===== src/rtl/sipp_dmem_arbiter_pkg.sv =====
// Shared definitions for the SIPP data-memory arbiter.
// Holds the read-owner encoding, default bus widths, the wait-counter width
// and a helper that decodes which requester owns a granted read.
package sipp_dmem_arbiter_pkg;

  localparam int unsigned DEF_ADDR_W = 8;
  localparam int unsigned DEF_DATA_W = 16;
  localparam int unsigned WAIT_W     = 4;

  // Owner of the read granted in the previous cycle.
  typedef enum logic [1:0] {
    OWN_NONE = 2'd0,
    OWN_CORE = 2'd1,
    OWN_HOST = 2'd2
  } owner_e;

  // Writes never produce read data, so only a granted read claims the tag.
  function automatic owner_e read_owner(input logic core_gnt, input logic core_we,
                                        input logic host_gnt, input logic host_we);
    owner_e own;
    own = OWN_NONE;
    if (core_gnt && !core_we) begin
      own = OWN_CORE;
    end else if (host_gnt && !host_we) begin
      own = OWN_HOST;
    end
    return own;
  endfunction

endpackage


===== src/rtl/sipp_dmem_arbiter_if.sv =====
// Bus bundle between the two requesters, the arbiter and the memory array.
// Signals:
//   core_* / host_*  request (req, we, addr, wdata) and response (gnt, rvalid, rdata)
//   core_stall       core request refused this cycle
//   mem_*            single-port synchronous RAM strobe, write enable, address, data
// Modports:
//   slave  - the arbiter
//   master - the surrounding system (requesters and memory array)
interface sipp_dmem_arbiter_if #(
  parameter int unsigned ADDR_W = sipp_dmem_arbiter_pkg::DEF_ADDR_W,
  parameter int unsigned DATA_W = sipp_dmem_arbiter_pkg::DEF_DATA_W
);

  logic              core_req;
  logic              core_we;
  logic [ADDR_W-1:0] core_addr;
  logic [DATA_W-1:0] core_wdata;
  logic              core_gnt;
  logic              core_stall;
  logic              core_rvalid;
  logic [DATA_W-1:0] core_rdata;

  logic              host_req;
  logic              host_we;
  logic [ADDR_W-1:0] host_addr;
  logic [DATA_W-1:0] host_wdata;
  logic              host_gnt;
  logic              host_rvalid;
  logic [DATA_W-1:0] host_rdata;

  logic              mem_en;
  logic              mem_we;
  logic [ADDR_W-1:0] mem_addr;
  logic [DATA_W-1:0] mem_wdata;
  logic [DATA_W-1:0] mem_rdata;

  modport slave (
    input  core_req, core_we, core_addr, core_wdata,
    output core_gnt, core_stall, core_rvalid, core_rdata,
    input  host_req, host_we, host_addr, host_wdata,
    output host_gnt, host_rvalid, host_rdata,
    output mem_en, mem_we, mem_addr, mem_wdata,
    input  mem_rdata
  );

  modport master (
    output core_req, core_we, core_addr, core_wdata,
    input  core_gnt, core_stall, core_rvalid, core_rdata,
    output host_req, host_we, host_addr, host_wdata,
    input  host_gnt, host_rvalid, host_rdata,
    input  mem_en, mem_we, mem_addr, mem_wdata,
    output mem_rdata
  );

endinterface


===== src/rtl/sipp_dmem_arbiter.sv =====
// SIPP data-memory arbiter: shares one single-port synchronous RAM between the
// processor core and the host port. Core has fixed priority; the host is never
// refused more than MAX_WAIT consecutive cycles. Read data returns one cycle
// after the grant, qualified by the owner's rvalid.
// Ports:
//   clk  - clock
//   rst  - synchronous active-high reset
//   bus  - sipp_dmem_arbiter_if.slave (core, host and memory sides)
// Grants, stall and the mem_* strobes are combinational from the requests;
// rvalid comes from the registered read tag.
module sipp_dmem_arbiter
  import sipp_dmem_arbiter_pkg::*;
#(
  parameter int unsigned ADDR_W   = DEF_ADDR_W,
  parameter int unsigned DATA_W   = DEF_DATA_W,
  parameter int unsigned MAX_WAIT = 4
) (
  input  logic                 clk,
  input  logic                 rst,
  sipp_dmem_arbiter_if.slave   bus
);

  localparam logic [WAIT_W-1:0] WAIT_LIMIT = WAIT_W'(MAX_WAIT);

  logic              core_gnt;
  logic              host_gnt;
  logic              host_at_limit;
  logic              mem_we;
  logic [ADDR_W-1:0] mem_addr;
  logic [DATA_W-1:0] mem_wdata;
  logic [WAIT_W-1:0] wait_cnt_q;
  logic [WAIT_W-1:0] wait_cnt_d;
  owner_e            tag_q;
  owner_e            tag_d;
  logic              core_rvalid;
  logic              host_rvalid;

  // Fixed core priority, overridden once the host has waited MAX_WAIT cycles.
  always_comb begin
    host_at_limit = (wait_cnt_q == WAIT_LIMIT);
    host_gnt      = bus.host_req & (~bus.core_req | host_at_limit);
    core_gnt      = bus.core_req & ~host_gnt;
  end

  // Memory port steering; address/data follow the host when nobody is granted.
  always_comb begin
    mem_we    = 1'b0;
    mem_addr  = bus.host_addr;
    mem_wdata = bus.host_wdata;
    if (core_gnt) begin
      mem_we    = bus.core_we;
      mem_addr  = bus.core_addr;
      mem_wdata = bus.core_wdata;
    end else if (host_gnt) begin
      mem_we    = bus.host_we;
    end
  end

  // Host starvation counter: counts refused host cycles, never passes the limit.
  always_comb begin
    wait_cnt_d = wait_cnt_q;
    if (host_gnt || !bus.host_req) begin
      wait_cnt_d = '0;
    end else if (wait_cnt_q != WAIT_LIMIT) begin
      wait_cnt_d = wait_cnt_q + WAIT_W'(1);
    end
  end

  always_ff @(posedge clk) begin
    if (rst) begin
      wait_cnt_q <= '0;
    end else begin
      wait_cnt_q <= wait_cnt_d;
    end
  end

  // Read tag: state register.
  always_ff @(posedge clk) begin
    if (rst) begin
      tag_q <= OWN_NONE;
    end else begin
      tag_q <= tag_d;
    end
  end

  // Read tag: next state is the owner of this cycle's granted read, if any.
  always_comb begin
    tag_d = OWN_NONE;
    tag_d = read_owner(core_gnt, bus.core_we, host_gnt, bus.host_we);
  end

  // Read tag: outputs. Gating with rst drops a read granted just before reset.
  always_comb begin
    core_rvalid = 1'b0;
    host_rvalid = 1'b0;
    if (!rst) begin
      core_rvalid = (tag_q == OWN_CORE);
      host_rvalid = (tag_q == OWN_HOST);
    end
  end

  assign bus.core_gnt    = core_gnt;
  assign bus.core_stall  = bus.core_req & ~core_gnt;
  assign bus.core_rvalid = core_rvalid;
  assign bus.core_rdata  = bus.mem_rdata;
  assign bus.host_gnt    = host_gnt;
  assign bus.host_rvalid = host_rvalid;
  assign bus.host_rdata  = bus.mem_rdata;
  assign bus.mem_en      = core_gnt | host_gnt;
  assign bus.mem_we      = mem_we;
  assign bus.mem_addr    = mem_addr;
  assign bus.mem_wdata   = mem_wdata;

endmodule


===== src/flat_wrapper.sv =====
// flat-port wrapper written by rule: the top's interface ports become plain ports
module sipp_dmem_arbiter_flat import sipp_dmem_arbiter_pkg::*;
#(
  parameter int unsigned ADDR_W   = DEF_ADDR_W,
  parameter int unsigned DATA_W   = DEF_DATA_W,
  parameter int unsigned MAX_WAIT = 4
)
  (clk, rst, bus_core_req, bus_core_we, bus_core_addr, bus_core_wdata, bus_core_gnt, bus_core_stall, bus_core_rvalid, bus_core_rdata, bus_host_req, bus_host_we, bus_host_addr, bus_host_wdata, bus_host_gnt, bus_host_rvalid, bus_host_rdata, bus_mem_en, bus_mem_we, bus_mem_addr, bus_mem_wdata, bus_mem_rdata);
  sipp_dmem_arbiter_if #(.ADDR_W(ADDR_W), .DATA_W(DATA_W)) bus_i ();
  input  logic clk;
  input  logic rst;
  input wire logic [$bits(bus_i.core_req)-1:0] bus_core_req;
  input wire logic [$bits(bus_i.core_we)-1:0] bus_core_we;
  input wire logic [$bits(bus_i.core_addr)-1:0] bus_core_addr;
  input wire logic [$bits(bus_i.core_wdata)-1:0] bus_core_wdata;
  output wire logic [$bits(bus_i.core_gnt)-1:0] bus_core_gnt;
  output wire logic [$bits(bus_i.core_stall)-1:0] bus_core_stall;
  output wire logic [$bits(bus_i.core_rvalid)-1:0] bus_core_rvalid;
  output wire logic [$bits(bus_i.core_rdata)-1:0] bus_core_rdata;
  input wire logic [$bits(bus_i.host_req)-1:0] bus_host_req;
  input wire logic [$bits(bus_i.host_we)-1:0] bus_host_we;
  input wire logic [$bits(bus_i.host_addr)-1:0] bus_host_addr;
  input wire logic [$bits(bus_i.host_wdata)-1:0] bus_host_wdata;
  output wire logic [$bits(bus_i.host_gnt)-1:0] bus_host_gnt;
  output wire logic [$bits(bus_i.host_rvalid)-1:0] bus_host_rvalid;
  output wire logic [$bits(bus_i.host_rdata)-1:0] bus_host_rdata;
  output wire logic [$bits(bus_i.mem_en)-1:0] bus_mem_en;
  output wire logic [$bits(bus_i.mem_we)-1:0] bus_mem_we;
  output wire logic [$bits(bus_i.mem_addr)-1:0] bus_mem_addr;
  output wire logic [$bits(bus_i.mem_wdata)-1:0] bus_mem_wdata;
  input wire logic [$bits(bus_i.mem_rdata)-1:0] bus_mem_rdata;
  assign bus_i.core_req = bus_core_req;
  assign bus_i.core_we = bus_core_we;
  assign bus_i.core_addr = bus_core_addr;
  assign bus_i.core_wdata = bus_core_wdata;
  assign bus_core_gnt = bus_i.core_gnt;
  assign bus_core_stall = bus_i.core_stall;
  assign bus_core_rvalid = bus_i.core_rvalid;
  assign bus_core_rdata = bus_i.core_rdata;
  assign bus_i.host_req = bus_host_req;
  assign bus_i.host_we = bus_host_we;
  assign bus_i.host_addr = bus_host_addr;
  assign bus_i.host_wdata = bus_host_wdata;
  assign bus_host_gnt = bus_i.host_gnt;
  assign bus_host_rvalid = bus_i.host_rvalid;
  assign bus_host_rdata = bus_i.host_rdata;
  assign bus_mem_en = bus_i.mem_en;
  assign bus_mem_we = bus_i.mem_we;
  assign bus_mem_addr = bus_i.mem_addr;
  assign bus_mem_wdata = bus_i.mem_wdata;
  assign bus_i.mem_rdata = bus_mem_rdata;
  sipp_dmem_arbiter #(.ADDR_W(ADDR_W), .DATA_W(DATA_W), .MAX_WAIT(MAX_WAIT)) u_core (.clk(clk), .rst(rst), .bus(bus_i));
endmodule

===== config.mk =====
export PLATFORM = sky130hd
export DESIGN_NAME = sipp_dmem_arbiter_flat
export DESIGN_NICKNAME = d
export VERILOG_FILES = /design/src/rtl/sipp_dmem_arbiter_pkg.sv /design/src/rtl/sipp_dmem_arbiter_if.sv /design/src/rtl/sipp_dmem_arbiter.sv /design/src/flat_wrapper.sv
export SDC_FILE = /design/constraint.sdc
export NUM_CORES = 1
export LEC_CHECK = 0
export ABC_AREA = 1
export CORE_AREA = 8 8 64 88
export DETAILED_ROUTE_END_ITERATION = 10
export DIE_AREA = 0 0 72 96
export PLACE_DENSITY = 0.76
export SLEW_MARGIN = 20
export SYNTH_ARGS = -nofsm -noshare
export SYNTH_HDL_FRONTEND = slang
export SYNTH_SLANG_ARGS = --single-unit

===== constraint.sdc =====
create_clock -name clk -period 1.3 [get_ports clk]
set_input_delay 0.13 -clock clk [delete_from_list [all_inputs] [get_ports clk]]
set_output_delay 0.13 -clock clk [all_outputs]
set_load 0.1 [all_outputs]

==> flow_metrics.tcl, run 1 <==
set metrics [dict create \
    synth_top_cells_by_area "nand2_1 (35%), buf_4 (27%), dfxtp_1 (14%)" \
    fmax_mhz 548 \
    overflow 0 \
    diodes 0 \
    seqPwrFrac_pct 9.8 \
    drtAntennaViolNets 0 \
    hold_viol 0 \
    status "complete, but fails checks" \
    synth_top_area_share_pct 34.7 \
    grt_pass1_vias 1440 \
    grt.total_usage_pct 13.1 \
    drive_gt1_share_pct 57.8 \
    rows 29 \
    design_area_mm2 0.00290 \
    start_util_pct 19.9 \
    drtIter0Drc 14 \
    total_power_mw 1.95 \
    syn-instance-count 151 \
    cap_violations 0 \
    drc_errors 0 \
    nNetsFinal 299 \
    rsz0062_at_grt "true" \
    min_period_over_period_pct 140 \
    violations "setup timing" \
    cts.clk_slew.worst_paths_ns 0.04 \
    insertion_delay_ns 0.23 \
    htree_levels 1 \
    synth_fp_nets 223 \
    cts_tree "yes" \
    maxSlewViolCount 0 \
    yosysTopAreaCell "nand2_1" \
    die_area_mm2 0.00691 \
    fin_ws_ns -0.526 \
    via_per_inst 4.10 \
    setup_viol 33 \
    worstSetupStartpointType "register" \
    wl_mm 4.30 \
    port_buffers 84 \
    grt_pass1_wl_mm 6.93 \
    p_sw_share_pct 49.2 \
    coreArea_mm2 0.00439 \
    fillerInstances 287 \
    crit_fanout 8 \
    regArea_um2 123 \
    path_class "register to output pin" \
    routedWlPerCell_um 15.0 \
    min_period_ns 1.83 \
    ys_ff_latch 6 \
    timing.slew.headroom_pct 85.2 \
    peakVddDrop_v 0.000390 \
    cts-root-buf "clkbuf_8" \
    vias 1178 \
    yosysSeqAreaShare_pct 13.7 \
    place_area_mm2 0.00271 \
    required_ns 1.17 \
    p_clk_share_pct 14.8 \
    leakage_nw 1.14 \
    place_ws_ns -0.384 \
    hold_path_class "input pin to output pin" \
    die_w_um 72 \
    die_h_um 96 \
    cp-end-kind "output pin" \
    p_int_mw 0.990 \
    finalClockSkew_ns 0.00581 \
    num_io_pins 133 \
    dr.pass1.iters 3 \
    ctsHoldBuffers 0 \
    syn2layout_area_growth_pct 231 \
    p_per_area_mw_per_mm2 673 \
    syn_area_um2 876 \
    dp_hpwl_mm 3.64 \
    multiInputGateArea_mm2 0.00124 \
    synth.avg_cell_area_um2 5.80 \
    switchingPower_mw 0.960 \
    arrival_ns 1.70 \
    grt_max_degree 24 \
    clkSinkCount 6 \
    antenna_found_initial 0 \
    power_frac_comb_pct 75.3 \
    yosysUniqueCellTypes 18 \
    cts_buffers 3 \
    place_congestion 0.703 \
    worst_slew_pin_slew_ns 0.221 \
    ys.warnings.count 0 \
    cts_buffer_depth 2 \
]
-- metrics by stage --
stage / TNS, ns / hold WS (ns) / utilization [%] / cells
CTS: -13.80 / 0.261 / 65.4 / 287
global placement: -8.97 / 0.261 / 61.8 / 278
finish: -13.82 / 0.260 / 66.0 / 287
floorplan: -8.69 / 0.207 / - / 151
global route: -16.50 / 0.260 / 66.0 / 287
detailed placement: -9.96 / 0.261 / 61.8 / 278
-- worst paths after layout --
path	depth (start not counted)	to	from	slack (ns)
max	10	bus_mem_addr[3]	u_core.wait_cnt_q[1]	-0.53
min	0	bus_core_rdata[13]	bus_mem_rdata[13]	0.26
max reg2reg	8	u_core.tag_q[1]	u_core.wait_cnt_q[1]	-0.04
min reg2reg	2	u_core.wait_cnt_q[0]	u_core.wait_cnt_q[0]	0.51
-- layout make-up --
cell class                 instances  share of cell area [%]
clock buffer                       3                    1.42
timing repair buffer             107                    48.0
inverter                           7                    1.04
tap                               62                    2.68
multi-input combinational        102                    42.7
sequential                         6                    4.23
-- cells in the final DEF (no fill, tap or decap), drive strengths merged, types with 2 or more instances in the layout --
cell and count:
nand2 81, buf 54, clkdlybuf4s50 52, nor2 7, inv 6, dfxtp 6, clkbuf 3, nand3 3
a21oi 3, nor3 2, ha 2
-- what timing repair did --
action / 4_1_cts / 5_1_grt
buffers inserted: 5 / 1
endpoints found under the setup margin: 29 / 35
gates cloned: 1 / 0
gates resized for setup: 15 / 9
pin swaps: 3 / 1
-- kinds of logic (layout without fill, tap and decap cells) --
family | Yosys count | count (layout) | synth area share [%]
and+or+nand+nor | 94 | 94 | 42.1
buffers and inverters | 43 | 117 | 34.1
DFF | 6 | 6 | 13.7
AOI/OAI and AO/OA | 4 | 4 | 5.14
adders and majority gates | 2 | 2 | 2.86
xor gates and xnor gates | 2 | 2 | 2.00
-- cell usage after synthesis --
cell type and instances:
nor2_2 1, buf_2 2, inv_1 7, nand3_1 2, buf_4 32, nand2_1 81
a21oi_4 1, dfxtp_1 6, ha_1 2, a21oi_1 2, nor2_1 6, nand3_2 1
and2_1 1, xor2_1 1, xnor2_1 1, nor3_1 2, buf_6 2, o21bai_4 1
-- registers in the layout (all words and copies together), names as in the netlist --
signal / count
u_core.tag_q: 2
u_core.wait_cnt_q: 4
-- worst max-delay path: stages, from the launching register on --
cell	delay, ns
dfxtp_2	0.33
inv_2	0.04
ha_4	0.15
nand2_2	0.08
nor2_4	0.05
a21oi_4	0.19
buf_6	0.14
buf_16	0.17
nand2_4	0.08
nand2_8	0.07
buf_12	0.16
-- per-layer routing --
metal,GRT usage [%],routed length [µm]
met5,0,0
met4,4.27,34
met3,7.30,487
met2,26.3,2620
met1,10.2,1150
-- power groups by stage --
| stage | Sequential [mW] | Clock [mW] | Combinational (mW) |
|---|---|---|---|
| final | 0.191 | 0.289 | 1.47 |
| after global routing | 0.192 | 0.305 | 1.52 |
| after CTS | 0.192 | 0.292 | 1.48 |
| after detailed placement | 0.194 | 0 | 1.44 |
| after global placement | 0.194 | 0 | 1.42 |
| after floorplan | 0.195 | 0 | 1.34 |
No activity file was read; power rests on OpenSTA's default activity.
==> inputs of run 2 (changes only) <==
Settings changed: PLACE_DENSITY 0.76 to 0.88.
==> run 2 against run 1 <==
The flow still finishes with violations (setup timing). Clock power decreased by 3%. Clock skew decreased by 0.0050 ns. Power increased by 7.2%. Critical path depth unchanged. Fmax decreased by 1.7%. Combinational power increased by 10%. Flip-flop and latch count unchanged. Sequential share of layout area decreased by 0.35 points. Critical endpoint is now bus_mem_wdata[14]. Largest cell class unchanged.
==> flow_metrics.tcl, run 2 (synthesized netlist as in run 1, its figures left out) <==
set metrics [dict create \
    required_ns 1.17 \
    grt.total_usage_pct 18.0 \
    dr.pass1.iters 4 \
    drive_gt1_share_pct 62.2 \
    diodes 0 \
    finalClockSkew_ns 0.000838 \
    whs_path_depth 0 \
    layout_commonest_cell "clkdlybuf4s50_1" \
    die_area_mm2 0.00691 \
    drc_errors 0 \
    crit_buf_inv 4 \
    top_register "u_core.wait_cnt_q" \
    cp-end-kind "output pin" \
    design_area_mm2 0.00316 \
    rows 29 \
    vias 1276 \
    timing.slew.headroom_pct 80.6 \
    drtAntennaViolNets 0 \
    worstSetupStartpointType "register" \
    grt_pass1_wl_mm 9.47 \
    violations "setup timing" \
    routedWlPerCell_um 21.7 \
    hold_viol 0 \
    p_per_area_mw_per_mm2 661 \
    cap_violations 0 \
    r2r_cells 6 \
    die_w_um 72 \
    drtIter0Drc 30 \
    cts_tree "yes" \
    critical_path.cell_chain "inv_2, ha_4, nand2_4, nor2_4, a21oi_4, buf_12, buf_12, nand2_8, nand2_8, buf_12" \
    worst_slew_pin_slew_ns 0.290 \
    place_congestion 0.733 \
    crit_fanout 7 \
    cts.clk_slew.worst_paths_ns 0.04 \
    cp.depth 10 \
    place_area_mm2 0.00276 \
    num_io_pins 133 \
    maxSlewViolCount 0 \
    largest_reg_flops 4 \
    syn2layout_area_growth_pct 261 \
    dp.cells 279 \
    min_period_ns 1.86 \
    cpMostUsedCell "buf_12" \
    peakVddDrop_v 0.000433 \
    setup_viol 28 \
    wl_mm 6.40 \
    cts_buffer_depth 2 \
    nNetsFinal 307 \
    leakage_nw 1.20 \
    fmax_mhz 538 \
    cts-root-buf "clkbuf_8" \
    hold_path_class "input pin to output pin" \
    grt_max_degree 9 \
    start_util_pct 19.9 \
    insertion_delay_ns 0.22 \
    dp_hpwl_mm 4.12 \
    status "complete, but fails checks" \
    arrival_ns 1.73 \
    overflow 0 \
    die_h_um 96 \
    total_power_mw 2.09 \
    largest_registers "u_core.wait_cnt_q (4), u_core.tag_q (2)" \
    cpMaxStageDelayCell "dfxtp_2" \
    ctsHoldBuffers 0 \
    port_buffers 84 \
    hold_slack_ns 0.260 \
    coreArea_mm2 0.00439 \
    htree_levels 1 \
    path_class "register to output pin" \
    worst_path_largest_cell_delay_ns 0.33 \
    via_per_inst 4.33 \
    grt_pass1_vias 1625 \
    clkSinkCount 6 \
    stdcell_count 295 \
    fin_ws_ns -0.557 \
    antenna_found_initial 0 \
    cp_top_family "buffers and inverters" \
    min_period_over_period_pct 143 \
    rsz0062_at_grt "true" \
    cts_buffers 3 \
    layout_common_cells "clkdlybuf4s50_1 (52), nand2_8 (49), buf_12 (38)" \
]
==> run 2: changes by cell type in the layout (fill, tap and decap cells not counted), sizes merged <==
cell and change:
buf +7, dlygate4sd2 -1, dlymetal6s2s +1, o21bai +1
==> run 2: area by class of cell <==
| class | instances | area, µm² |
|---|---|---|
| tap | 62 | 77.6 |
| clock buffer | 3 | 41.3 |
| fill | 231 | 1230 |
| inverter | 7 | 30.0 |
| sequential | 6 | 123 |
| multi-input combinational | 103 | 1380 |
| timing repair buffer | 114 | 1510 |
==> run 2: power breakdown <==
group          leakage [nW]  switching [mW]  internal, mW
logic                  1.13           0.954         0.663
registers            0.0496         0.00259         0.189
clock network        0.0216          0.0816         0.199
total                  1.20            1.04          1.05
==> run 2: per-stage QoR <==
| step | worst slack [ns] | TNS (ns) | utilization [%] |
|---|---|---|---|
| global route | -0.610 | -15.87 | 72.0 |
| CTS | -0.508 | -13.17 | 70.4 |
| floorplan | -0.573 | -8.69 | - |
| detailed placement | -0.624 | -15.44 | 62.8 |
| finish | -0.557 | -14.60 | 72.0 |
| global placement | -0.584 | -14.77 | 62.8 |
==> run 2: repair_timing <==
action,CTS,global route
pin swaps,28,7
setup buffers,10,2
endpoints found under the setup margin,29,30
cloned,2,0
gates resized for setup,37,16
==> run 2: metal layers <==
metal	global-route usage (%)	vias to the layer above	part of all wire (%)
li1	-	593	-
met1	17.3	589	33
met2	34.2	76	55
met3	7.40	18	9.0
met4	5.30	0	3.2
met5	0	-	0
==> run 2: path summary, 6_finish.rpt <==
| check | start | end | slack (ns) |
|---|---|---|---|
| min | bus_mem_rdata[14] | bus_core_rdata[14] | 0.26 |
| max | u_core.wait_cnt_q[1] | bus_mem_wdata[14] | -0.56 |
| min reg2reg | u_core.wait_cnt_q[0] | u_core.wait_cnt_q[0] | 0.56 |
| max reg2reg | u_core.wait_cnt_q[0] | u_core.tag_q[1] | 0.04 |
==> inputs of run 3 (changes only) <==
Settings changed: CAP_MARGIN set to 0.
==> results of run 3 <==
No change in the layout: final DEF, timing and power equal those of run 2.
